## config.mk

```make
export PLATFORM = sky130hd
export DESIGN_NAME = cm
export DESIGN_NICKNAME = d
export VERILOG_FILES = /design/src/rtl/cm_pkg.sv /design/src/rtl/cm_mul.sv /design/src/rtl/cm.sv
export SDC_FILE = /design/constraint.sdc
export NUM_CORES = 1
export LEC_CHECK = 0
export CELL_PAD_IN_SITES_DETAIL_PLACEMENT = 0
export CELL_PAD_IN_SITES_GLOBAL_PLACEMENT = 1
export CORE_MARGIN = 3
export CORE_UTILIZATION = 42
export DETAILED_ROUTE_END_ITERATION = 12
export PLACE_DENSITY = 0.79
export RECOVER_POWER = 50
export SLEW_MARGIN = 20
export SYNTH_ARGS = -nofsm -noshare
export SYNTH_HDL_FRONTEND = slang
export SYNTH_SLANG_ARGS = --single-unit
```

## constraint.sdc

```tcl
create_clock -name clk -period 6.4 [get_ports clk]
set_input_delay 1.6 -clock clk [delete_from_list [all_inputs] [get_ports clk]]
set_output_delay 1.6 -clock clk [all_outputs]
set_load 0.02 [all_outputs]
```

## src/rtl/cm_pkg.sv

```systemverilog
// cm_pkg: widths, saturation limits and shared types for the ternary-weight
// neuron. Rev 1.0.
`default_nettype none

package cm_pkg;

  localparam int N       = 20;
  localparam int A_W     = 9;
  localparam int W_W     = 2;
  localparam int PROD_W  = 11;
  localparam int SUM_W   = 16;
  localparam int OUT_W   = 13;
  localparam int LEAVES  = 32;

  localparam int SAT_MAX = 4095;
  localparam int SAT_MIN = -4096;

  typedef logic signed [PROD_W-1:0] prod_t;
  typedef logic signed [SUM_W-1:0]  sum_t;
  typedef logic signed [OUT_W-1:0]  out_t;

  localparam sum_t SUM_SAT_MAX = sum_t'(SAT_MAX);
  localparam sum_t SUM_SAT_MIN = sum_t'(SAT_MIN);

  function automatic out_t saturate(input sum_t s);
    out_t r;
    if (s > SUM_SAT_MAX)
      r = SUM_SAT_MAX[OUT_W-1:0];
    else if (s < SUM_SAT_MIN)
      r = SUM_SAT_MIN[OUT_W-1:0];
    else
      r = s[OUT_W-1:0];
    return r;
  endfunction

endpackage

`default_nettype wire

```

## src/rtl/cm_mul.sv

```systemverilog
// cm_mul: one combinational signed activation x weight product.
// Rev 1.0.
`default_nettype none

module cm_mul
  import cm_pkg::*;
(
  input  logic signed [A_W-1:0]    a,
  input  logic signed [W_W-1:0]    w,
  output logic signed [PROD_W-1:0] p
);

  logic signed [PROD_W-1:0] a_ext;
  logic signed [PROD_W-1:0] w_ext;

  // Full signed multiply: weight code 2'b10 is simply -2.
  assign a_ext = {{(PROD_W-A_W){a[A_W-1]}}, a};
  assign w_ext = {{(PROD_W-W_W){w[W_W-1]}}, w};
  assign p     = a_ext * w_ext;

endmodule

`default_nettype wire

```

## src/rtl/cm.sv

```systemverilog
// cm: two-stage streaming dot product of 20 activation/weight pairs with
// saturated signed output. Rev 1.0.
`default_nettype none

module cm #(
  parameter int N     = 20,
  parameter int A_W   = 9,
  parameter int W_W   = 2,
  parameter int OUT_W = 13
) (
  input  logic signed [A_W-1:0]   A1,
  input  logic signed [A_W-1:0]   A2,
  input  logic signed [A_W-1:0]   A3,
  input  logic signed [A_W-1:0]   A4,
  input  logic signed [A_W-1:0]   A5,
  input  logic signed [A_W-1:0]   A6,
  input  logic signed [A_W-1:0]   A7,
  input  logic signed [A_W-1:0]   A8,
  input  logic signed [A_W-1:0]   A9,
  input  logic signed [A_W-1:0]   A10,
  input  logic signed [A_W-1:0]   A11,
  input  logic signed [A_W-1:0]   A12,
  input  logic signed [A_W-1:0]   A13,
  input  logic signed [A_W-1:0]   A14,
  input  logic signed [A_W-1:0]   A15,
  input  logic signed [A_W-1:0]   A16,
  input  logic signed [A_W-1:0]   A17,
  input  logic signed [A_W-1:0]   A18,
  input  logic signed [A_W-1:0]   A19,
  input  logic signed [A_W-1:0]   A20,
  input  logic signed [W_W-1:0]   W1,
  input  logic signed [W_W-1:0]   W2,
  input  logic signed [W_W-1:0]   W3,
  input  logic signed [W_W-1:0]   W4,
  input  logic signed [W_W-1:0]   W5,
  input  logic signed [W_W-1:0]   W6,
  input  logic signed [W_W-1:0]   W7,
  input  logic signed [W_W-1:0]   W8,
  input  logic signed [W_W-1:0]   W9,
  input  logic signed [W_W-1:0]   W10,
  input  logic signed [W_W-1:0]   W11,
  input  logic signed [W_W-1:0]   W12,
  input  logic signed [W_W-1:0]   W13,
  input  logic signed [W_W-1:0]   W14,
  input  logic signed [W_W-1:0]   W15,
  input  logic signed [W_W-1:0]   W16,
  input  logic signed [W_W-1:0]   W17,
  input  logic signed [W_W-1:0]   W18,
  input  logic signed [W_W-1:0]   W19,
  input  logic signed [W_W-1:0]   W20,
  input  logic                    clk,
  output logic signed [OUT_W-1:0] out_neuron,
  input  logic                    rst_n
);

  import cm_pkg::*;

  logic signed [A_W-1:0] a_vec [0:N-1];
  logic signed [W_W-1:0] w_vec [0:N-1];
  prod_t                 prod_c [0:N-1];
  prod_t                 prod_r [0:N-1];

  assign a_vec[0]  = A1;
  assign a_vec[1]  = A2;
  assign a_vec[2]  = A3;
  assign a_vec[3]  = A4;
  assign a_vec[4]  = A5;
  assign a_vec[5]  = A6;
  assign a_vec[6]  = A7;
  assign a_vec[7]  = A8;
  assign a_vec[8]  = A9;
  assign a_vec[9]  = A10;
  assign a_vec[10] = A11;
  assign a_vec[11] = A12;
  assign a_vec[12] = A13;
  assign a_vec[13] = A14;
  assign a_vec[14] = A15;
  assign a_vec[15] = A16;
  assign a_vec[16] = A17;
  assign a_vec[17] = A18;
  assign a_vec[18] = A19;
  assign a_vec[19] = A20;

  assign w_vec[0]  = W1;
  assign w_vec[1]  = W2;
  assign w_vec[2]  = W3;
  assign w_vec[3]  = W4;
  assign w_vec[4]  = W5;
  assign w_vec[5]  = W6;
  assign w_vec[6]  = W7;
  assign w_vec[7]  = W8;
  assign w_vec[8]  = W9;
  assign w_vec[9]  = W10;
  assign w_vec[10] = W11;
  assign w_vec[11] = W12;
  assign w_vec[12] = W13;
  assign w_vec[13] = W14;
  assign w_vec[14] = W15;
  assign w_vec[15] = W16;
  assign w_vec[16] = W17;
  assign w_vec[17] = W18;
  assign w_vec[18] = W19;
  assign w_vec[19] = W20;

  generate
    for (genvar i = 0; i < N; i++) begin : g_mul
      cm_mul u_mul (
        .a (a_vec[i]),
        .w (w_vec[i]),
        .p (prod_c[i])
      );
    end
  endgenerate

  always_ff @(posedge clk) begin
    if (!rst_n) begin
      for (int i = 0; i < N; i++) prod_r[i] <= '0;
    end else begin
      for (int i = 0; i < N; i++) prod_r[i] <= prod_c[i];
    end
  end

  // Balanced 5-level tree over 32 leaves; unused leaves are tied to zero.
  sum_t l0 [0:31];
  sum_t l1 [0:15];
  sum_t l2 [0:7];
  sum_t l3 [0:3];
  sum_t l4 [0:1];
  sum_t l5;

  generate
    for (genvar j = 0; j < LEAVES; j++) begin : g_leaf
      if (j < N) begin : g_live
        assign l0[j] = {{(SUM_W-PROD_W){prod_r[j][PROD_W-1]}}, prod_r[j]};
      end else begin : g_pad
        assign l0[j] = '0;
      end
    end
    for (genvar j = 0; j < 16; j++) begin : g_l1
      assign l1[j] = l0[2*j] + l0[2*j+1];
    end
    for (genvar j = 0; j < 8; j++) begin : g_l2
      assign l2[j] = l1[2*j] + l1[2*j+1];
    end
    for (genvar j = 0; j < 4; j++) begin : g_l3
      assign l3[j] = l2[2*j] + l2[2*j+1];
    end
    for (genvar j = 0; j < 2; j++) begin : g_l4
      assign l4[j] = l3[2*j] + l3[2*j+1];
    end
  endgenerate

  assign l5 = l4[0] + l4[1];

  always_ff @(posedge clk) begin
    if (!rst_n)
      out_neuron <= '0;
    else
      out_neuron <= saturate(l5);
  end

endmodule

`default_nettype wire

```

### Word-level counts from Yosys, hierarchy flattened

Memory sizes are Yosys's and may differ from the RTL's.
Index checks and enable logic that the tools add are counted.
Widths: inputs -> output; s select.

* multiplexer cells: 24
* multipliers: 20
* add/subtract/negate cells: 19
* bitwise operators: 21
* order comparisons: 2
* reduce and logical (&&, ||, !) cells: 1

Operators with widths (count)
* $mul 9x2->11: 20
* $mux 11: 20
* $add 11x11->12: 10
* $add 12x12->13: 5
* $add 13x13->14: 2
* $or 1x1->1: 20
* $add 15x13->16: 1
* $gt 16x13->1 const B: 1
* $lt 16x13->1 const B: 1
* $add 14x14->15: 1
* $mux 13: 1
* $mux 12: 1
* $mux 1: 2
* $reduce_or 2->1: 1
* $not 1->1: 1

* bits in writable memories: 220
* bits in registers: 13
* bits of input ports: 222
* memories: 1

Memory list
* prod_r: words 20, width 11, rd ports 20, clocked after memory_dff 0, wr ports 20, RTL line cm.sv:61 `prod_t prod_r [0:N-1];`

### Depth between registers and ports, before layout

An unclocked memory read counts as a cell.

* depth in word-level cells: 9
* depth in mapped cells: 30
* mapped depth without buffers: 29

### Cells and area by module

A second synthesis with hierarchy kept.

* cells, all modules: 2563
* area, all modules: 23975.5 µm²

Modules (own cells, without submodules)
* cm: area each 12841.1 µm², instances 1, seq. area each 4664.5 µm², cells each 1179
* cm_mul (g_mul[14].u_mul ...): area each 559.3 µm², instances 15, seq. area each 0.0 µm², cells each 70
* cm_mul (g_mul[0].u_mul ...): area each 546.8 µm², instances 4, seq. area each 0.0 µm², cells each 66
* cm_mul (g_mul[13].u_mul): area each 558.0 µm², instances 1, seq. area each 0.0 µm², cells each 70

### Least setup slack after synthesis

No wires, ideal clock.

* path kind: register -> register
* start: memory prod_r[0][24] (netlist name)
* end: register out_neuron[2]
* arrival time: 6.816 ns
* path buffers: 1
* setup time: 0.078 ns
* clock period less this slack: 6.894 ns
* slack: -0.494 ns
* cell stages (with the launch flop): 29
* data required time: 6.322 ns
* cells stage by stage: dfxtp_1 -> inv_1 -> fa_1 -> inv_1 -> fa_1 -> fa_1 -> fa_1 -> fa_1 -> inv_1 -> fa_1 -> inv_1 -> ha_1 -> fa_1 -> a21o_1 -> a21oi_1 -> o21a_1 -> nor2_1 -> o21a_1 -> nor2_1 -> xnor2_1 -> ha_1 -> nand2_1 -> a211oi_1 -> o21a_1 -> mux2_2 -> o22ai_2 -> buf_4 -> nor3_1 -> nor3_1

RTL lines
* from (decl): RTL line cm.sv:61
* to (signal assigned): RTL line cm.sv:159 `out_neuron <= saturate(l5);`
* to (decl): RTL line cm.sv:52 `output logic signed [OUT_W-1:0] out_neuron,`

==> results.md <==
* Outcome: finished with violations
* Failing checks: setup timing
* Area grow syn2layout at 21.00%
* CTS Sinks at 233
* Final worst-path cycle share at 108.1%
* Largest net degree at the start of global routing at about 180
* ANT cells at 0
* Seq/Total Area, Yosys at between 20 and 25%
* RSZ-0062 raised after global routing: true
* Maxcap violations at 0
* Final hold vios at 0
* Mapped cell area at between 0.02 and 0.025 mm²
* Detailed Place HPWL at 44.32 mm
* Cell type with the largest total area after synthesis: dfxtp_1
* Top post-synthesis cells by count: 348 x and2_1, 347 x ha_1, 289 x inv_1
* Residual DRC count at 0
* Grt ovf at 0
* Detailed Route WL at a little over 50 mm
* Crit path launch type: register
* Hold path startpoint: prod_r[0][209]
* Top FF cell, synth: dfxtp_1
* Clock transition at path regs at about 0.070 ns
* Via density at between 4 and 5
* Most common cell in the netlist: and2_1
* First-pass DRT Iterations at 4
* Req. time, crit path at 6.87 ns
* Fmax at approximately 0.14 GHz
* Fin worst setup slack at -0.5202 ns
* Buf/Inv on CP at 6
* H-tree Lvls at 1
* Syn avg cell area at around 9.6 µm²
* Initial Utilization at between 40% and 50%
* GP Congestion at approximately 0.86
* Fin nets at around 3,500
* Worst flop-to-flop path startpoint: prod_r[0][123]
* Syn nets at ~3,200
* Slew @ Worst Pin at just under 0.7 ns
* Synth unique cells at around 50
* Worst-path fanout max at 6
* DR iter-0 viols at between 400 and 500
* Vias in the first global route at roughly 18,000
* Post-synthesis register bit count at between 200 and 250
* I/O pins at between 200 and 250
* DR WL/cell at 15.27 µm
* Async SR Flop Fraction at 0%
* Die area at between 0.05 and 0.06 mm²
* Synth warn at 0
* Critical path's largest stage delay at 0.57 ns
* Rel. slew slack at between 50% and 60%
* Worst-Skew Late Latency at between 0.5 and 0.6 ns
* Top delay family on crit path: adder cells
* Row count at 85
* Root buf cell: clkbuf_16
* Fin Setup TNS at -6.008 ns
* CTS max path bufs at 3
* Max-slew violation count at 0
* Core ar. at about 0.054 mm²
* Gr usage total at 18.47%
* Vias at approximately 16,000
* Layout Skew at 0.02169 ns
* Critical Path End Type: register
* Die Wd at approximately 240 µm
* Initial antenna violation count at 1
* Worst EP arrival at around 7.4 ns
* Post-layout minimum cycle time at 6.920 ns
* HP Class: register to register
* Area contributors post-synth: dfxtp_1 20%, fa_1 20%, ha_1 19%
* Most used cell, CP: fa_1
* Slowest-stage cell, CP: fa_1
* Die span in y at approximately 240 µm
* Worst Setup SP: prod_r[0][123]
* First-pass GRT wire length at between 80 and 90 mm
* Antenna-violating nets left at 0
* Cells after synthesis at between 2,000 and 2,500
* Port-buffer cells at between 200 and 250
* CTS tree: built
* Post-synth EDFFs at 0
* Yosys top cell area share at 20.30%
* # fillers at roughly 5,000
* Critical path class: register to register
* CTS Buf Count at 26
* Share of layout cells above drive strength 1 at approximately 7.3%
* CTS Hold Buffers Added at 0
* Final setup vio count at 13
==> path summary, 6_finish.rpt <==
| kind | to | slack [ns] | cells after the start |
|---|---|---|---|
| setup reg to reg | out_neuron[8] | -0.52 | 29 |
| hold reg to reg | out_neuron[0] | 0.88 | 4 |
| setup / recovery | out_neuron[8] | -0.52 | 29 |
| hold / removal | out_neuron[0] | 0.88 | 4 |
==> logic make-up (layout without fill, tap and decap cells) <==
logic type      after synthesis  count (layout)  synth area share (%)
fa+ha+maj                   573             573                 38.58
simple gates                824             824                 20.64
xor+xnor                    160             160                 6.098
compound gates              262             262                 8.042
mux                          21              21                 1.029
buf+inv                     322             636                 5.314
flops                       233             233                 20.30
==> layout by cell type (no fill, tap or decap), types with 8 or more instances in the layout <==
cell type / Yosys / final
o21bai_1: 10 / 10
buf_4: 1 / 59
nor3b_1: 16 / 15
a21oi_1: 70 / 64
nor3_1: 70 / 51
o41a_1: 17 / 17
dfxtp_1: 233 / 229
xnor2_1: 110 / 109
fa_1: 226 / 225
o21a_1: 41 / 41
nor2b_1: 212 / 212
nor2_1: 132 / 130
mux2_2: 21 / 20
o41ai_1: 20 / 19
ha_1: 347 / 345
xor2_1: 50 / 50
and2_1: 348 / 347
nor3_2: 2 / 19
nand2_1: 10 / 8
o21ai_0: 26 / 24
clkdlybuf4s50_1: 0 / 229
inv_1: 289 / 282
and3_1: 23 / 22
a21o_1: 49 / 49
clkbuf_16: 0 / 28
==> cell type report <==
type	count	area [µm²]	area share, %
flip-flops and latches	233	4669	16.79
inverters	289	1085	3.901
well taps	696	870.8	3.132
clock buffers	35	754.5	2.713
repair buffers	300	2919	10.50
multi-input cells	1840	17360	62.43
clock inverters	12	148.9	0.5354
==> flip-flops by register name, indices dropped and copies added (netlist names) <==
signal / count
out_neuron: 13
prod_r: 220
==> worst register-to-register path: cells and delay by family, from the launching register on <==
kind            cells  cell delay, ns
compound gates      7            1.27
xor+xnor            1            0.09
fa+ha+maj           9            3.94
mux                 1            0.30
buf+inv             6            0.49
simple gates        5            0.43
flops               1            0.33
==> metrics by stage <==
stage | util [%] | hold WS [ns] | cell area (µm²) | std cells | setup WS [ns]
3_3_place_gp | 49.16 | 0.9341 | 26560 | 3345 | -0.4830
6_report | 51.47 | 0.8780 | 27810 | 3405 | -0.5202
2_1_floorplan | - | 0.7489 | 23080 | 2395 | -0.2108
4_1_cts | 51.04 | 0.9566 | 27580 | 3397 | -0.5366
5_1_grt | 51.47 | 0.9683 | 27810 | 3405 | -0.8209
3_5_place_dp | 49.16 | 0.9314 | 26560 | 3345 | -0.6494
==> what timing repair did <==
action / CTS / global route
gates cloned: 1 / 1
hold endpoints to repair: 0 / 0
gates resized for setup: 9 / 41
pin swaps: 14 / 29
endpoints found under the setup margin: 13 / 13
setup buffers: 4 / 8
==> per-layer routing <==
layer | up-vias | routed length, µm | share of wire, % | GRT usage (%)
li1 | 8379 | - | - | -
met1 | 7698 | 23790 | 46 | 23.92
met2 | 190 | 25760 | 50 | 33.45
met3 | 55 | 1407 | 2.7 | 2.225
met4 | 2 | 1022 | 2.0 | 3.333
met5 | - | 9 | 0.017 | 0
Power is left out: the tool's default activity adds up to more than one toggle a clock period on the data nets, which glitch-free logic cannot reach.
